File: src/rtl/raycast_pkg.sv
// Shared constants for the raycast frame pipeline: screen geometry, palette,
// timeout default and the column-sequencer state encoding.
package raycast_pkg;

  localparam int SCREEN_W_DEF = 160;
  localparam int SCREEN_H_DEF = 120;
  localparam int TIMEOUT_DEF  = 1023;

  localparam logic [2:0] CEIL_COLOUR_DEF  = 3'b001;
  localparam logic [2:0] WALL_COLOUR_DEF  = 3'b100;
  localparam logic [2:0] FLOOR_COLOUR_DEF = 3'b010;

  typedef logic [2:0] state_t;

  localparam logic [2:0] ST_IDLE   = 3'd0;
  localparam logic [2:0] ST_REQ    = 3'd1;
  localparam logic [2:0] ST_WAIT   = 3'd2;
  localparam logic [2:0] ST_LATCH  = 3'd3;
  localparam logic [2:0] ST_BOUNDS = 3'd4;
  localparam logic [2:0] ST_DRAW   = 3'd5;
  localparam logic [2:0] ST_NEXT   = 3'd6;
  localparam logic [2:0] ST_DONE   = 3'd7;

endpackage

File: src/rtl/column_painter.sv
// Paints one screen column top to bottom: ceiling, centred wall slice, floor.
// A start pulse latches the wall bounds; done pulses alongside the last row.
module column_painter
  import raycast_pkg::*;
#(
  parameter int         SCREEN_H     = SCREEN_H_DEF,
  parameter logic [2:0] CEIL_COLOUR  = CEIL_COLOUR_DEF,
  parameter logic [2:0] WALL_COLOUR  = WALL_COLOUR_DEF,
  parameter logic [2:0] FLOOR_COLOUR = FLOOR_COLOUR_DEF
) (
  input  logic       clock,
  input  logic       resetn,
  input  logic       start,
  input  logic [7:0] hc,
  output logic       plot,
  output logic [6:0] vga_y,
  output logic [2:0] vga_colour,
  output logic       done
);

  localparam logic [7:0] H8     = 8'(SCREEN_H);
  localparam logic [6:0] Y_LAST = 7'(SCREEN_H - 1);

  logic       active_q, active_d;
  logic [6:0] y_q, y_d;
  logic [7:0] top_q, top_d;
  logic [7:0] wend_q, wend_d;
  logic [7:0] top_new;

  // hc is already clamped to SCREEN_H, so none of this can wrap
  assign top_new = (H8 - hc) >> 1;

  always_comb begin
    active_d = active_q;
    y_d      = y_q;
    top_d    = top_q;
    wend_d   = wend_q;
    done     = 1'b0;
    if (start) begin
      active_d = 1'b1;
      y_d      = '0;
      top_d    = top_new;
      wend_d   = top_new + hc;
    end else if (active_q) begin
      if (y_q == Y_LAST) begin
        active_d = 1'b0;
        done     = 1'b1;
      end else begin
        y_d = y_q + 7'd1;
      end
    end
  end

  always_ff @(posedge clock) begin
    if (!resetn) begin
      active_q <= 1'b0;
      y_q      <= '0;
      top_q    <= '0;
      wend_q   <= '0;
    end else begin
      active_q <= active_d;
      y_q      <= y_d;
      top_q    <= top_d;
      wend_q   <= wend_d;
    end
  end

  always_comb begin
    plot       = active_q;
    vga_y      = '0;
    vga_colour = '0;
    if (active_q) begin
      vga_y = y_q;
      if ({1'b0, y_q} < top_q)       vga_colour = CEIL_COLOUR;
      else if ({1'b0, y_q} < wend_q) vga_colour = WALL_COLOUR;
      else                           vga_colour = FLOOR_COLOUR;
    end
  end

endmodule

File: src/rtl/frame_column_sequencer.sv
// Steps a frame across all screen columns, fetching one slice height per column
// from the slice calculator and handing it to the column painter.
module frame_column_sequencer
  import raycast_pkg::*;
#(
  parameter int         SCREEN_W     = SCREEN_W_DEF,
  parameter int         SCREEN_H     = SCREEN_H_DEF,
  parameter logic [2:0] CEIL_COLOUR  = CEIL_COLOUR_DEF,
  parameter logic [2:0] WALL_COLOUR  = WALL_COLOUR_DEF,
  parameter logic [2:0] FLOOR_COLOUR = FLOOR_COLOUR_DEF,
  parameter int         TIMEOUT      = TIMEOUT_DEF
) (
  input  logic       clock,
  input  logic       resetn,
  input  logic       start_frame,
  output logic       busy,
  output logic       frame_done,
  output logic [7:0] column_count,
  output logic       begin_calc,
  input  logic       end_calc,
  input  logic [6:0] slice_size,
  output logic [7:0] vga_x,
  output logic [6:0] vga_y,
  output logic [2:0] vga_colour,
  output logic       plot,
  output logic [2:0] dbg_state
);

  // Handshake: begin_calc pulses for the single REQ cycle; end_calc is only
  // sampled in WAIT, its first high cycle wins, and slice_size is taken one
  // cycle later in LATCH.
  localparam logic [7:0] COL_LAST = 8'(SCREEN_W - 1);
  localparam logic [9:0] TO_LAST  = 10'(TIMEOUT - 1);
  localparam logic [7:0] H8       = 8'(SCREEN_H);

  state_t     state_q, state_d;
  logic [7:0] col_q, col_d;
  logic       busy_q, busy_d;
  logic [9:0] to_q, to_d;
  logic [6:0] h_q, h_d;
  logic [7:0] hc;
  logic       paint_start, paint_done, paint_plot;

  assign hc = ({1'b0, h_q} > H8) ? H8 : {1'b0, h_q};

  always_comb begin
    state_d     = state_q;
    col_d       = col_q;
    busy_d      = busy_q;
    to_d        = to_q;
    h_d         = h_q;
    paint_start = 1'b0;
    case (state_q)
      ST_IDLE: begin
        if (start_frame) begin
          state_d = ST_REQ;
          col_d   = '0;
          busy_d  = 1'b1;
        end
      end
      ST_REQ: begin
        to_d    = '0;
        state_d = ST_WAIT;
      end
      ST_WAIT: begin
        if (end_calc) begin
          state_d = ST_LATCH;
        end else begin
          to_d = to_q + 10'd1;
          // a silent calculator yields an empty (h=0) column rather than a stall
          if (to_q == TO_LAST) begin
            h_d     = '0;
            state_d = ST_BOUNDS;
          end
        end
      end
      ST_LATCH: begin
        h_d     = slice_size;
        state_d = ST_BOUNDS;
      end
      ST_BOUNDS: begin
        paint_start = 1'b1;
        state_d     = ST_DRAW;
      end
      ST_DRAW: begin
        if (paint_done) state_d = ST_NEXT;
      end
      ST_NEXT: begin
        if (col_q == COL_LAST) begin
          state_d = ST_DONE;
        end else begin
          col_d   = col_q + 8'd1;
          state_d = ST_REQ;
        end
      end
      ST_DONE: begin
        busy_d  = 1'b0;
        state_d = ST_IDLE;
      end
      default: state_d = ST_IDLE;
    endcase
  end

  always_ff @(posedge clock) begin
    if (!resetn) begin
      state_q <= ST_IDLE;
      col_q   <= '0;
      busy_q  <= 1'b0;
      to_q    <= '0;
      h_q     <= '0;
    end else begin
      state_q <= state_d;
      col_q   <= col_d;
      busy_q  <= busy_d;
      to_q    <= to_d;
      h_q     <= h_d;
    end
  end

  column_painter #(
    .SCREEN_H    (SCREEN_H),
    .CEIL_COLOUR (CEIL_COLOUR),
    .WALL_COLOUR (WALL_COLOUR),
    .FLOOR_COLOUR(FLOOR_COLOUR)
  ) u_painter (
    .clock     (clock),
    .resetn    (resetn),
    .start     (paint_start),
    .hc        (hc),
    .plot      (paint_plot),
    .vga_y     (vga_y),
    .vga_colour(vga_colour),
    .done      (paint_done)
  );

  assign plot         = paint_plot;
  assign vga_x        = paint_plot ? col_q : 8'd0;
  assign busy         = busy_q;
  assign column_count = col_q;
  assign begin_calc   = (state_q == ST_REQ);
  assign frame_done   = (state_q == ST_DONE);
  assign dbg_state    = state_q;

endmodule

File: config.mk
export PLATFORM = sky130hd
export DESIGN_NAME = frame_column_sequencer
export DESIGN_NICKNAME = d
export VERILOG_FILES = /design/src/rtl/raycast_pkg.sv /design/src/rtl/column_painter.sv /design/src/rtl/frame_column_sequencer.sv
export SDC_FILE = /design/constraint.sdc
export NUM_CORES = 1
export LEC_CHECK = 0
export ABC_AREA = 1
export BUFFER_PORTS_ARGS = -buffer_cell sky130_fd_sc_hd__buf_2
export CORE_MARGIN = 4
export CORE_UTILIZATION = 45
export DETAILED_ROUTE_END_ITERATION = 7
export PLACE_DENSITY = 0.74
export SLEW_MARGIN = 10
export SYNTH_ARGS = -nofsm -noshare
export SYNTH_HDL_FRONTEND = slang
export SYNTH_HIERARCHICAL = 1
export SYNTH_SLANG_ARGS = --single-unit
File: constraint.sdc
create_clock -name clock -period 2.5 [get_ports clock]
set_clock_uncertainty 0.2 [all_clocks]
set_input_delay 0.5 -clock clock [delete_from_list [all_inputs] [get_ports clock]]
set_output_delay 0.5 -clock clock [all_outputs]
set_load 0.01 [all_outputs]
==> reports/results.txt, run 1 <==
The async set-reset flop share out of synthesis is 0, and the end-of-flow core utilization is 0.5630. The global route total overflow came out at 0. The worst register-to-register path ends at u_painter/wend_q[6]$_SDFFE_PN0P_. The first-pass detailed-route iteration total was 5; the clock share of power was 0.269. The number of inserted diodes is 0, and the global-route total usage across every layer is 0.1775. The combinational family with the most area after synthesis is simple AND/OR/NAND/NOR gates. For the highest clock frequency the design can meet, the log shows 408.0 MHz.

The static leakage is 2.015 nW. Startpoint of the worst-slack reg-to-reg timing path: h_q[1]$_SDFFE_PN0P_. At the later pin of the worst-skew pair, clock insertion delay measures 310 ps. The switching power as a share of total power is 0.3252, and the number of core rows is 31. Total wire length after detailed routing: 7689 um.

The run gives 40 as the distinct cell type count of the synthesized netlist. The worst setup path is captured at a register. For the register-to-register setup slack, the log shows 50 ps.

The die extent in x is 94.76 um. Measured in cells, the most critical reg-to-reg path has a length of 18. CTS root buffer: sky130_fd_sc_hd__clkbuf_8. The fraction of layout instances using a drive strength above 1 works out to 0.2350. The run gives 2500 ps as the endpoint arrival time on the critical path. The count of flip-flops with a built-in enable after synthesis is 0, and the period utilization is 0.9804. In the synthesized netlist the dominant register cell turns out to be sky130_fd_sc_hd__dfxtp_1. Total die area: 8979 sq um. The xor and xnor fraction of the mapped netlist area works out to 0.01293.

Number of global-route vias before repair: 3054. The run gives 7292 sq um as the core area. Yosys printed 6 warnings.

Walking the worst path, the cells encountered are nor2_2 > nand2_1 > a21boi_2 > inv_2 > ha_4 > nand2_2 > nand2_2 > inv_2 > nand3_1 > nand2_1 > nand2_2 > inv_2 > ha_4 > a21oi_1 > nand3_1 > nand3_2 > nand2_1 > inv_1. The layout overhead on the synthesized area is 21.20%. Setup repair after global routing could not meet its margin everywhere. The total of endpoints with negative setup slack in the final report was 0. Cell type of the slowest stage on the worst timing path: sky130_fd_sc_hd__dfxtp_2. Summed over all nets, the switching power comes to 0.5860 mW. For this design the top-level I/O count stands at 44.

The initial core utilization came out at 0.4645. The tools report the final hold violation count as 0. The number of cells produced by synthesis was 518; the maximum fanout encountered on the critical timing path was 4. Cell internal power was estimated by the tool at 1.216 mW. The count of buffers added on input and output ports is 43. The final sum of negative setup slack was 0 ps; the average detailed-routed wire length per instance was 11.27 um. Hold repair after CTS inserted 0 buffers.

The critical path ends at u_painter/wend_q[6]$_SDFFE_PN0P_. In this run the cell area measured after placement is 3829 sq um. The wire length of the first global-routing pass is 12990 um.

The portion of the post-synthesis area used by sequential elements is 0.3074. The deepest level of the CTS H-tree came out at 2. The tools report the via count as 3308. TritonCTS built the clock tree. The tools report the count of nets left with antenna violations after detail routing as 0.

The fraction of the mapped netlist area in compound gates was 0.1201. The clock passes through at most 2 buffers. The run gives 0.488 as the part of the total power dissipated in sequential elements. For this run, the slowest stage of the critical path takes 340 ps. The count of clock tree sinks is 52, and the CTS clock-pin slew for the worst setup and hold paths is 100 ps. The finished layout holds 682 standard cells, fillers aside. For the final instance area, the log shows 4105 sq um. In the routed layout, each cell is associated on average with a via count of 4.850. In this run the cell area of the synthesized design comes to 3387 sq um. The tools report the count of maximum capacitance violations as 0. The synthesized area per cell is 6.539 sq um. The worst endpoint required time was 2550 ps; the number of buffers created by CTS was 5. The share of power burned in combinational logic is 0.243.

The worst hold path belongs to the class input port to register. Critical path class: register to register. The number of antenna violations at the first check in global routing came out at 0. The worst hold slack after final layout is 255.9 ps, and the maximum VDD drop is 0.2303 mV. The net count of the finished layout is 618. The routability congestion estimate is 0.8962. The final critical-path required period was 2451 ps; the post-synthesis mux area share was 0. The area share of fa/ha/maj cells after synthesis works out to 0.09457. The number of remaining DRC errors was 0. The detailed placement HPWL is 5777 um, and the cell area power density is 438.9 nW/um^2. The tools report the worst setup path startpoint as h_q[1]$_SDFFE_PN0P_. The max-slew violation count is 0, and the synthesized-area fraction occupied by and/or/nand/nor cells is 0.3336.

Entering global routing, the biggest net connects 20 pins. After detailed placement, the design holds a cell count of 670. The worst setup path is launched from a register. Initial DRC count: 122. Counting flops and latches in the post-synthesis netlist gives 52. Height of the chip: 94.76 um. The flow ran to the end, and the final reports show no timing, DRC or antenna violations.
[power groups by stage]
stage	registers [mW]	logic [mW]	clock network, mW
after global routing	0.884	0.496	0.524
after detailed placement	0.898	0.409	0
after CTS	0.879	0.418	0.497
after floorplan	0.905	0.290	0
after global placement	0.896	0.402	0
final	0.879	0.438	0.484
[sequential cells by signal, indices dropped and copies added (netlist names)]
register / cells
busy: 1
u_painter/y_q: 7
u_painter/top_q: 7
to_q: 10
u_painter/plot: 1
column_count: 8
h_q: 7
u_painter/wend_q: 8
dbg_state: 3
[critical path, delay by kind of cell (launching register included)]
family / cells / cell delay [ps]
AND/OR/NAND/NOR: 10 / 840
flip-flops: 1 / 340
adder cells (fa/ha/maj): 2 / 370
buffers and inverters: 4 / 260
AO/OA/AOI/OAI: 2 / 390
[how the worst min path moves through the flow]
stage / from / endpoint / slack [ps] / cells after the start
final: slice_size[2] / h_q[2]$_SDFFE_PN0P_ / 260 / 3
after global routing: slice_size[1] / h_q[1]$_SDFFE_PN0P_ / 250 / 3
after CTS: slice_size[2] / h_q[2]$_SDFFE_PN0P_ / 250 / 3
after detailed placement: u_painter/top_q[4]$_SDFFE_PN0P_ / u_painter/top_q[4]$_SDFFE_PN0P_ / 250 / 2
after global placement: u_painter/top_q[4]$_SDFFE_PN0P_ / u_painter/top_q[4]$_SDFFE_PN0P_ / 240 / 2
after floorplan: u_painter/top_q[4]$_SDFFE_PN0P_ / u_painter/top_q[4]$_SDFFE_PN0P_ / 230 / 2
[cell usage after synthesis, types with 2 or more instances]
cell | count | area share
sky130_fd_sc_hd__and3_1 | 2 | 0.0037
sky130_fd_sc_hd__ha_1 | 24 | 0.089
sky130_fd_sc_hd__nand2_2 | 5 | 0.0092
sky130_fd_sc_hd__a21oi_1 | 42 | 0.062
sky130_fd_sc_hd__nor2_1 | 40 | 0.044
sky130_fd_sc_hd__nor3_1 | 6 | 0.0089
sky130_fd_sc_hd__o21a_1 | 2 | 0.0044
sky130_fd_sc_hd__inv_2 | 12 | 0.013
sky130_fd_sc_hd__xnor2_1 | 3 | 0.0078
sky130_fd_sc_hd__nand3b_1 | 3 | 0.0066
sky130_fd_sc_hd__xor2_1 | 2 | 0.0052
sky130_fd_sc_hd__or2_1 | 2 | 0.0037
sky130_fd_sc_hd__dfxtp_1 | 52 | 0.31
sky130_fd_sc_hd__nand4_1 | 13 | 0.024
sky130_fd_sc_hd__buf_2 | 5 | 0.0074
sky130_fd_sc_hd__clkbuf_1 | 6 | 0.0066
sky130_fd_sc_hd__inv_1 | 89 | 0.099
sky130_fd_sc_hd__nand2_4 | 3 | 0.010
sky130_fd_sc_hd__nand3_1 | 30 | 0.044
sky130_fd_sc_hd__o22ai_1 | 6 | 0.011
sky130_fd_sc_hd__o21ai_1 | 8 | 0.012
sky130_fd_sc_hd__o21ai_0 | 10 | 0.015
sky130_fd_sc_hd__nand2_1 | 132 | 0.15
sky130_fd_sc_hd__nand3_4 | 2 | 0.010
sky130_fd_sc_hd__nor2_4 | 4 | 0.013
[cells by family after synthesis]
| family | after synthesis |
|---|---|
| and+or+nand+nor | 246 |
| AOI/OAI and AO/OA | 75 |
| adders and majority gates | 25 |
| DFF | 52 |
| other | 1 |
| xor gates and xnor gates | 5 |
| buffers and inverters | 114 |
[stage by stage]
step | setup slack [ps] | power, mW
finish | 48.92 | 1.802
CTS | 4.252 | 1.794
floorplan | 1.019 | 1.195
global placement | 39.16 | 1.298
detailed placement | -51.32 | 1.307
global route | -144.8 | 1.904
[per-layer routing]
| metal | global-route usage | vias up | part of all wire |
|---|---|---|---|
| li1 | - | 1756 | - |
| met1 | 0.2188 | 1478 | 0.46 |
| met2 | 0.3165 | 64 | 0.49 |
| met3 | 0.02869 | 10 | 0.041 |
| met4 | 0.05168 | 0 | 0.013 |
| met5 | 0 | - | 0 |
[placed cells by master, fill, tap and decap left out, drive strengths merged, types with 4 or more instances in the layout]
master / count
a21oi: 42
buf: 67
clkbuf: 5
clkinv: 4
dfxtp: 52
ha: 24
inv: 101
nand2: 140
nand3: 33
nand4: 13
nor2: 45
nor3: 6
o21ai: 18
o22ai: 6
[repair_timing]
item / 4_1_cts / 5_1_grt
gates cloned: 0 / 0
pin swaps: 3 / 11
setup endpoints to repair: 4 / 9
setup buffers: 1 / 3
resized for setup: 10 / 26
[final cells by class]
class / count / area [sq um]
clock buffer: 5 / 68.82
clock inverter: 3 / 18.77
fill: 715 / 3187
inverter: 102 / 382.9
multi-input combinational: 354 / 2069
sequential: 52 / 1046
tap: 99 / 123.9
timing repair buffer: 67 / 395.4
(Power assumes the default switching activity.)
==> inputs of run 2 (changes only) <==
--- a/config.mk
+++ b/config.mk
@@ -10,6 +10,7 @@
 export CORE_MARGIN = 4
 export CORE_UTILIZATION = 45
 export DETAILED_ROUTE_END_ITERATION = 7
+export MAX_ROUTING_LAYER = met4
 export PLACE_DENSITY = 0.74
 export SLEW_MARGIN = 10
 export SYNTH_ARGS = -nofsm -noshare
==> reports/results.txt, run 2 (synthesized netlist as in run 1, its figures left out) <==
The flow ran to the end, and the final reports show no timing, DRC or antenna violations. In this run the tool buffered the top-level ports with 43 buffer cells. The detail route stage leaves a number of antenna-violating nets equal to 0. The fraction of layout instances using a drive strength above 1 came out at 0.2350. After detailed routing, the number of remaining DRC violations is 0.

Post-layout net count: 618. The cell type of the slowest stage on the worst timing path was sky130_fd_sc_hd__fa_2. The deepest level of the CTS H-tree was 2. The end-of-flow core utilization is 0.5630, and the total wire length after detailed routing is 7701 um.

For this design, the sink count on the clock tree is 52. At the placement stage, the worst setup path has a slack of -51.32 ps. The via count came out at 3307. Setup repair after global routing could not meet its margin everywhere.

The logs give 0.2306 mV for the maximum VDD drop and 0 for the max-slew violation count. The tools report the number of buffers created by CTS as 5. The worst stage delay on the critical path works out to 380 ps. The worst setup path is captured at a register. Routability-driven placement finished with a final weighted congestion of 0.9114. Startpoint of the worst-slack reg-to-reg timing path: h_q[1]$_SDFFE_PN0P_. to_q holds more flip-flops than any other register.

The initial core utilization is 0.4645. The average via count per standard cell is 4.849. Worst hold slack after final layout: 258.3 ps. The cell area power density is 438.5 nW/um^2.

The tools report the CTS root buffer as sky130_fd_sc_hd__clkbuf_8. The run gives 20 as the maximum number of pins on one net before global-route repair. The final sum of negative setup slack is 0 ps. The tool flagged a number of max-cap violations equal to 0.

By startpoint and endpoint, the worst setup path is classified as register to register. Counting both buffers and inverters, the worst setup path holds a total of 3. The height of the chip works out to 94.76 um. The number of core rows was 31; the period utilization was 0.9792.

0 antenna diodes ended up in the layout. The switching power as a share of total power works out to 0.3247. Family with the most delay on the worst path: simple AND/OR/NAND/NOR gates. Measured along the x axis, the die boundary spans 94.76 um. The clock share of power is 0.268, and the global route total overflow is 0. The tightest min-delay check is of the register to register type. STA classifies the critical path startpoint as a register. The analysis attributes to cell leakage a power of 2.015 nW.

Tracing the worst setup path back leads to its startpoint at h_q[1]$_SDFFE_PN0P_. In this run the most critical hold path is launched from u_painter/top_q[4]$_SDFFE_PN0P_. The detailed router finished its first iteration with 113 violations. In this run the worst path has a maximum fanout of 3.

For the first-pass detailed-route iteration total, the log shows 4. The register with the most flip-flops in the layout has 10 of them. For the final worst setup slack, the log shows 52.10 ps. Maximum buffer depth of the clock tree: 2. Cell internal power was estimated by the tool at 1.216 mW. The global-route total usage across every layer was 0.1824. The net switching power was 0.5846 mW; the part of the total power dissipated in sequential elements was 0.488. In this run the count of I/O pins placed on the die edge is 44. Relative to the synthesized area, the layout overhead comes to 21.20%.

In the final routed layout, each cell accounts on average for 11.29 um. Clock-pin slew was measured on the worst setup and hold paths at 100 ps. The final critical-path required period was 2448 ps; the endpoint arrival time on the critical path was 2460 ps.

The share of power burned in combinational logic came out at 0.244. Final hold violation count: 0. Leaving out fill and tap cells, the most frequent cell in the layout is sky130_fd_sc_hd__nand2_1. The tools report the number of antenna violations at the first check in global routing as 0. TritonCTS built the clock tree. The library cells used most frequently in the layout, excluding fill and tap cells, are sky130_fd_sc_hd__nand2_1 (125), sky130_fd_sc_hd__inv_1 (86), sky130_fd_sc_hd__dfxtp_1 (48). For the total die area, the log shows 8979 sq um. The completed layout was analyzed and its total power is 1.800 mW. After floorplanning, the core was sized to cover 7292 sq um. Setup violations remaining at the end of the flow were counted as 0.

At the later pin of the worst-skew pair, clock insertion delay measures 310 ps. The critical path goes through nor2_2 > nand2_1 > a21boi_2 > inv_2 > ha_4 > buf_4 > xnor2_4 > fa_2 > nand2_2 > nand2_2 > nand3b_1 > nand2_1 > nand2_1 > nand3_2 > nand2_1 > inv_1. The total of fill cells in the finished design came out at 715. Data on the critical path is required at its endpoint by 2510 ps.

The detailed placement HPWL is 5777 um, and the number of global-route vias before repair is 3056. Counting stages on the worst path, the most repeated cell is sky130_fd_sc_hd__nand2_1. The first global-routing pass estimated 12990 um of wire.

The tools report the highest clock frequency the design can meet as 408.5 MHz.
[run 2: tightest hold or removal path: cells and delay by family, from the launching register on]
family / cells / cell delay (ps)
AO/OA/AOI/OAI: 1 / 50
flip-flops: 1 / 320
AND/OR/NAND/NOR: 1 / 50
[run 2: path summary, 6_finish.rpt]
path                                      endpoint  slack (ps)  depth (start not counted)
hold reg to reg    u_painter/top_q[4]$_SDFFE_PN0P_         260                          2
hold / removal     u_painter/top_q[4]$_SDFFE_PN0P_         260                          2
setup reg to reg  u_painter/wend_q[6]$_SDFFE_PN0P_          50                         16
setup / recovery  u_painter/wend_q[6]$_SDFFE_PN0P_          50                         16
[run 2: timing repair]
item	4_1_cts	5_1_grt
hold buffers	0	0
hold endpoints to repair	0	0
buffers inserted	1	3
endpoints found under the setup margin	4	9
gates resized for setup	10	26
pin swaps	3	11
[run 2: layout make-up]
type | instances | area [sq um] | share of cell area
timing repair buffer | 67 | 395.4 | 0.09631
sequential | 52 | 1046 | 0.2548
clock buffer | 5 | 68.82 | 0.01676
clock inverter | 3 | 18.77 | 0.004572
tap | 99 | 123.9 | 0.03017
inverter | 102 | 382.9 | 0.09326
multi-input combinational | 354 | 2069 | 0.5041
[run 2: power by group through the flow]
stage	clock network (mW)	logic [mW]	registers, mW
after global placement	0	0.402	0.896
after floorplan	0	0.290	0.905
after global routing	0.524	0.496	0.884
after CTS	0.497	0.418	0.879
final	0.482	0.439	0.879
after detailed placement	0	0.409	0.898
[run 2: through the flow]
stage | std cells | cell area [sq um]
floorplan | 520 | 3398
global placement | 670 | 3829
detailed placement | 670 | 3829
CTS | 679 | 3984
global route | 682 | 4105
finish | 682 | 4105
[run 2: routing by layer]
layer / wire [um] / track usage
met5: 0 / -
met4: 71 / 0.05168
met3: 312 / 0.02629
met2: 3751 / 0.3159
met1: 3565 / 0.2202
==> inputs of run 3 (changes only) <==
==> constraint.sdc (replaced) <==
create_clock -name clock -period 2.5 [get_ports clock]
set_clock_uncertainty 0.2 [all_clocks]
set_input_delay 0.5 -clock clock [delete_from_list [all_inputs] [get_ports clock]]
set_output_delay 0.5 -clock clock [all_outputs]
set_load 0.02 [all_outputs]
==> reports/results.txt, run 3 (synthesized netlist as in run 1, its figures left out) <==
The run finished with clean final reports. In the layout the commonest cells are sky130_fd_sc_hd__nand2_1 (125), sky130_fd_sc_hd__inv_1 (87), sky130_fd_sc_hd__dfxtp_1 (46). In the post-route analysis, the smallest setup slack over all paths is 10.68 ps. The total of fill cells in the finished design was 717; the setup slack at placement was -96.81 ps.

The number of cells on the worst reg-to-reg path is 15. The tool flagged a number of max-cap violations equal to 0. For the worst-skew pair, the clock arrives at the later sink with an insertion delay of 310 ps. The tools report the endpoint type of the worst setup path as a register. For the number of hold buffers added after cts, the log shows 0. By startpoint and endpoint, the worst setup path is classified as register to register. Setup total negative slack on the finished layout was measured at 0 ps. More flip-flops sit in one register than any other, and that register is to_q. Static leakage: 2.059 nW. The final critical-path required period is 2489 ps, and the initial core utilization is 0.4645. The tools report the maximum number of pins on one net before global-route repair as 20. Clock tree synthesis inserted a total of 5 buffers. The worst hold path belongs to the class register to register. The terminus of the critical flop-to-flop path was u_painter/wend_q[4]$_SDFFE_PN0P_. After detailed routing, the average wire length per cell comes to 11.51 um. The initial DRC count came out at 161. The clock net in this run drives a total of 52 sinks.

The tools report the startpoint of the worst-slack reg-to-reg timing path as h_q[1]$_SDFFE_PN0P_. The run gives 3297 as the via count. Buffers placed on the I/O ports in this run total 43. The maximum VDD drop is 0.2699 mV, and the number of top-level pins is 44. TritonCTS built the clock tree. Worst endpoint required time: 2500 ps.

The tools report the max-slew violation count as 0. The CTS root buffer was sky130_fd_sc_hd__clkbuf_8. The fraction of layout instances using a drive strength above 1 works out to 0.2359. The tools report the share of power burned in combinational logic as 0.241. In this run the core area contains 31 standard-cell rows.

The instance count along the most critical hold path came out at 2. The tools report the worst hold path startpoint as u_painter/top_q[4]$_SDFFE_PN0P_. From synthesis to final layout, the design area changed by 23.05%.

The flip-flop count of the largest register, all copies and words added is 10. The number of antenna violations at the first check in global routing was 0. The core region is 7292 sq um. The post-detailed-placement cell area came out at 3836 sq um. The period utilization was 0.9957; the post-layout net count was 620.

The clock passes through at most 2 buffers. For the final instance area, the log shows 4168 sq um. After layout, the design draws a total of 1.938 mW.

The part of the total power dissipated in sequential elements is 0.454. Number of global-route vias before repair: 3027. The first-pass detailed-route iteration total is 4, and the height of the chip is 94.76 um. Setup repair after global routing could not meet its margin everywhere. Using the TritonRoute via totals, the vias-per-cell ratio works out to 4.820. Clock-pin slew was measured on the worst setup and hold paths at 100 ps. The switching power as a share of total power was 0.3125; the wire length of the first global-routing pass was 13030 um. Dividing total power by cell area gives a power density of 464.9 nW/um^2.

Based on the critical path, the design can be clocked at up to 401.7 MHz. The internal portion of total power is 1.332 mW. For the final hold violation count, the log shows 0. The logs give 5761 um for the detailed placement HPWL and 2 for the deepest level of the CTS H-tree. The tools report the count of nets left with antenna violations after detail routing as 0. From left edge to right edge, the die measures 94.76 um. The total wire length after detailed routing was 7872 um. Critical path startpoint category: a register. The register-to-register setup slack was 10 ps; the number of remaining DRC errors was 0. The total of endpoints with negative setup slack in the final report came out at 0. The commonest non-fill, non-tap cell in the layout was sky130_fd_sc_hd__nand2_1. The hold path endpoint is u_painter/top_q[4]$_SDFFE_PN0P_. Of all nets on the critical path, the largest fanout is 3. The die covers 8979 sq um.

The tools report the number of inserted diodes as 0. The clock share of power is 0.305, and the global-route total usage across every layer is 0.1838. The net switching power is 0.6055 mW. For this run the aggregate overflow at the end of global routing stands at 0.

Endpoint arrival time on the critical path: 2490 ps. At the end of routability-driven placement, the weighted congestion stood at 0.8705.
==> run 3: worst max-delay path, stage by stage, from the launching register on <==
cell                       delay [ps]
sky130_fd_sc_hd__dfxtp_2          340
sky130_fd_sc_hd__nor2_2            90
sky130_fd_sc_hd__nand2_1           70
sky130_fd_sc_hd__a21boi_2         170
sky130_fd_sc_hd__inv_2            100
sky130_fd_sc_hd__ha_4             180
sky130_fd_sc_hd__nand2_2           70
sky130_fd_sc_hd__nand2_4           60
sky130_fd_sc_hd__xnor2_2          130
sky130_fd_sc_hd__inv_1             90
sky130_fd_sc_hd__ha_4             220
sky130_fd_sc_hd__or2_4            240
sky130_fd_sc_hd__a21oi_1          200
sky130_fd_sc_hd__nor2_1            60
sky130_fd_sc_hd__nand2_1           80
sky130_fd_sc_hd__o21ai_1           60
==> run 3: worst max path at each step <==
stage | from | end | slack, ps | cells past startpoint
after floorplan | h_q[0]$_SDFFE_PN0P_ | u_painter/wend_q[6]$_SDFFE_PN0P_ | 1 | 17
after global placement | h_q[5]$_SDFFE_PN0P_ | u_painter/wend_q[7]$_SDFFE_PN0P_ | 30 | 21
after detailed placement | h_q[5]$_SDFFE_PN0P_ | u_painter/wend_q[7]$_SDFFE_PN0P_ | -100 | 21
after CTS | h_q[0]$_SDFFE_PN0P_ | u_painter/wend_q[6]$_SDFFE_PN0P_ | 9 | 17
after global routing | h_q[1]$_SDFFE_PN0P_ | u_painter/wend_q[7]$_SDFFE_PN0P_ | -100 | 21
final | h_q[1]$_SDFFE_PN0P_ | u_painter/wend_q[4]$_SDFFE_PN0P_ | 10 | 15
==> run 3: layer usage <==
metal	GRT usage	vias to the layer above	wire, um
li1	-	1760	-
met1	0.2240	1468	3590
met2	0.3159	58	3872
met3	0.03028	11	305
met4	0.04567	0	104
met5	-	-	0
==> run 3: final cells by class <==
cell class                      count  area, sq um  area share
Multi-Input combinational cell    354         2083      0.4999
Sequential cell                    52         1049      0.2516
Timing Repair Buffer               69        414.1     0.09937
Inverter                          102        382.9     0.09186
Tap cell                           99        123.9     0.02972
Clock buffer                        5        68.82     0.01651
Clock inverter                      3        46.29     0.01111
==> run 3: timing repair <==
item,CTS,global route
resized for setup,8,30
endpoints found under the setup margin,4,8
buffers inserted,2,3
pin swaps,3,16
==> run 3: power groups by stage <==
| stage | sequential [mW] | clock, mW | combinational (mW) |
|---|---|---|---|
| after floorplan | 0.913 | 0 | 0.294 |
| after global placement | 0.897 | 0 | 0.417 |
| after detailed placement | 0.898 | 0 | 0.424 |
| after CTS | 0.879 | 0.607 | 0.433 |
| after global routing | 0.884 | 0.651 | 0.524 |
| final | 0.879 | 0.591 | 0.467 |
==> run 3: metrics by stage <==
stage	hold WS, ps	cells	util
after floorplan	233.8	520	-
after global placement	243.2	671	0.5261
after detailed placement	246.0	671	0.5261
after CTS	259.6	681	0.5498
after global routing	265.4	684	0.5716
final	256.6	684	0.5716
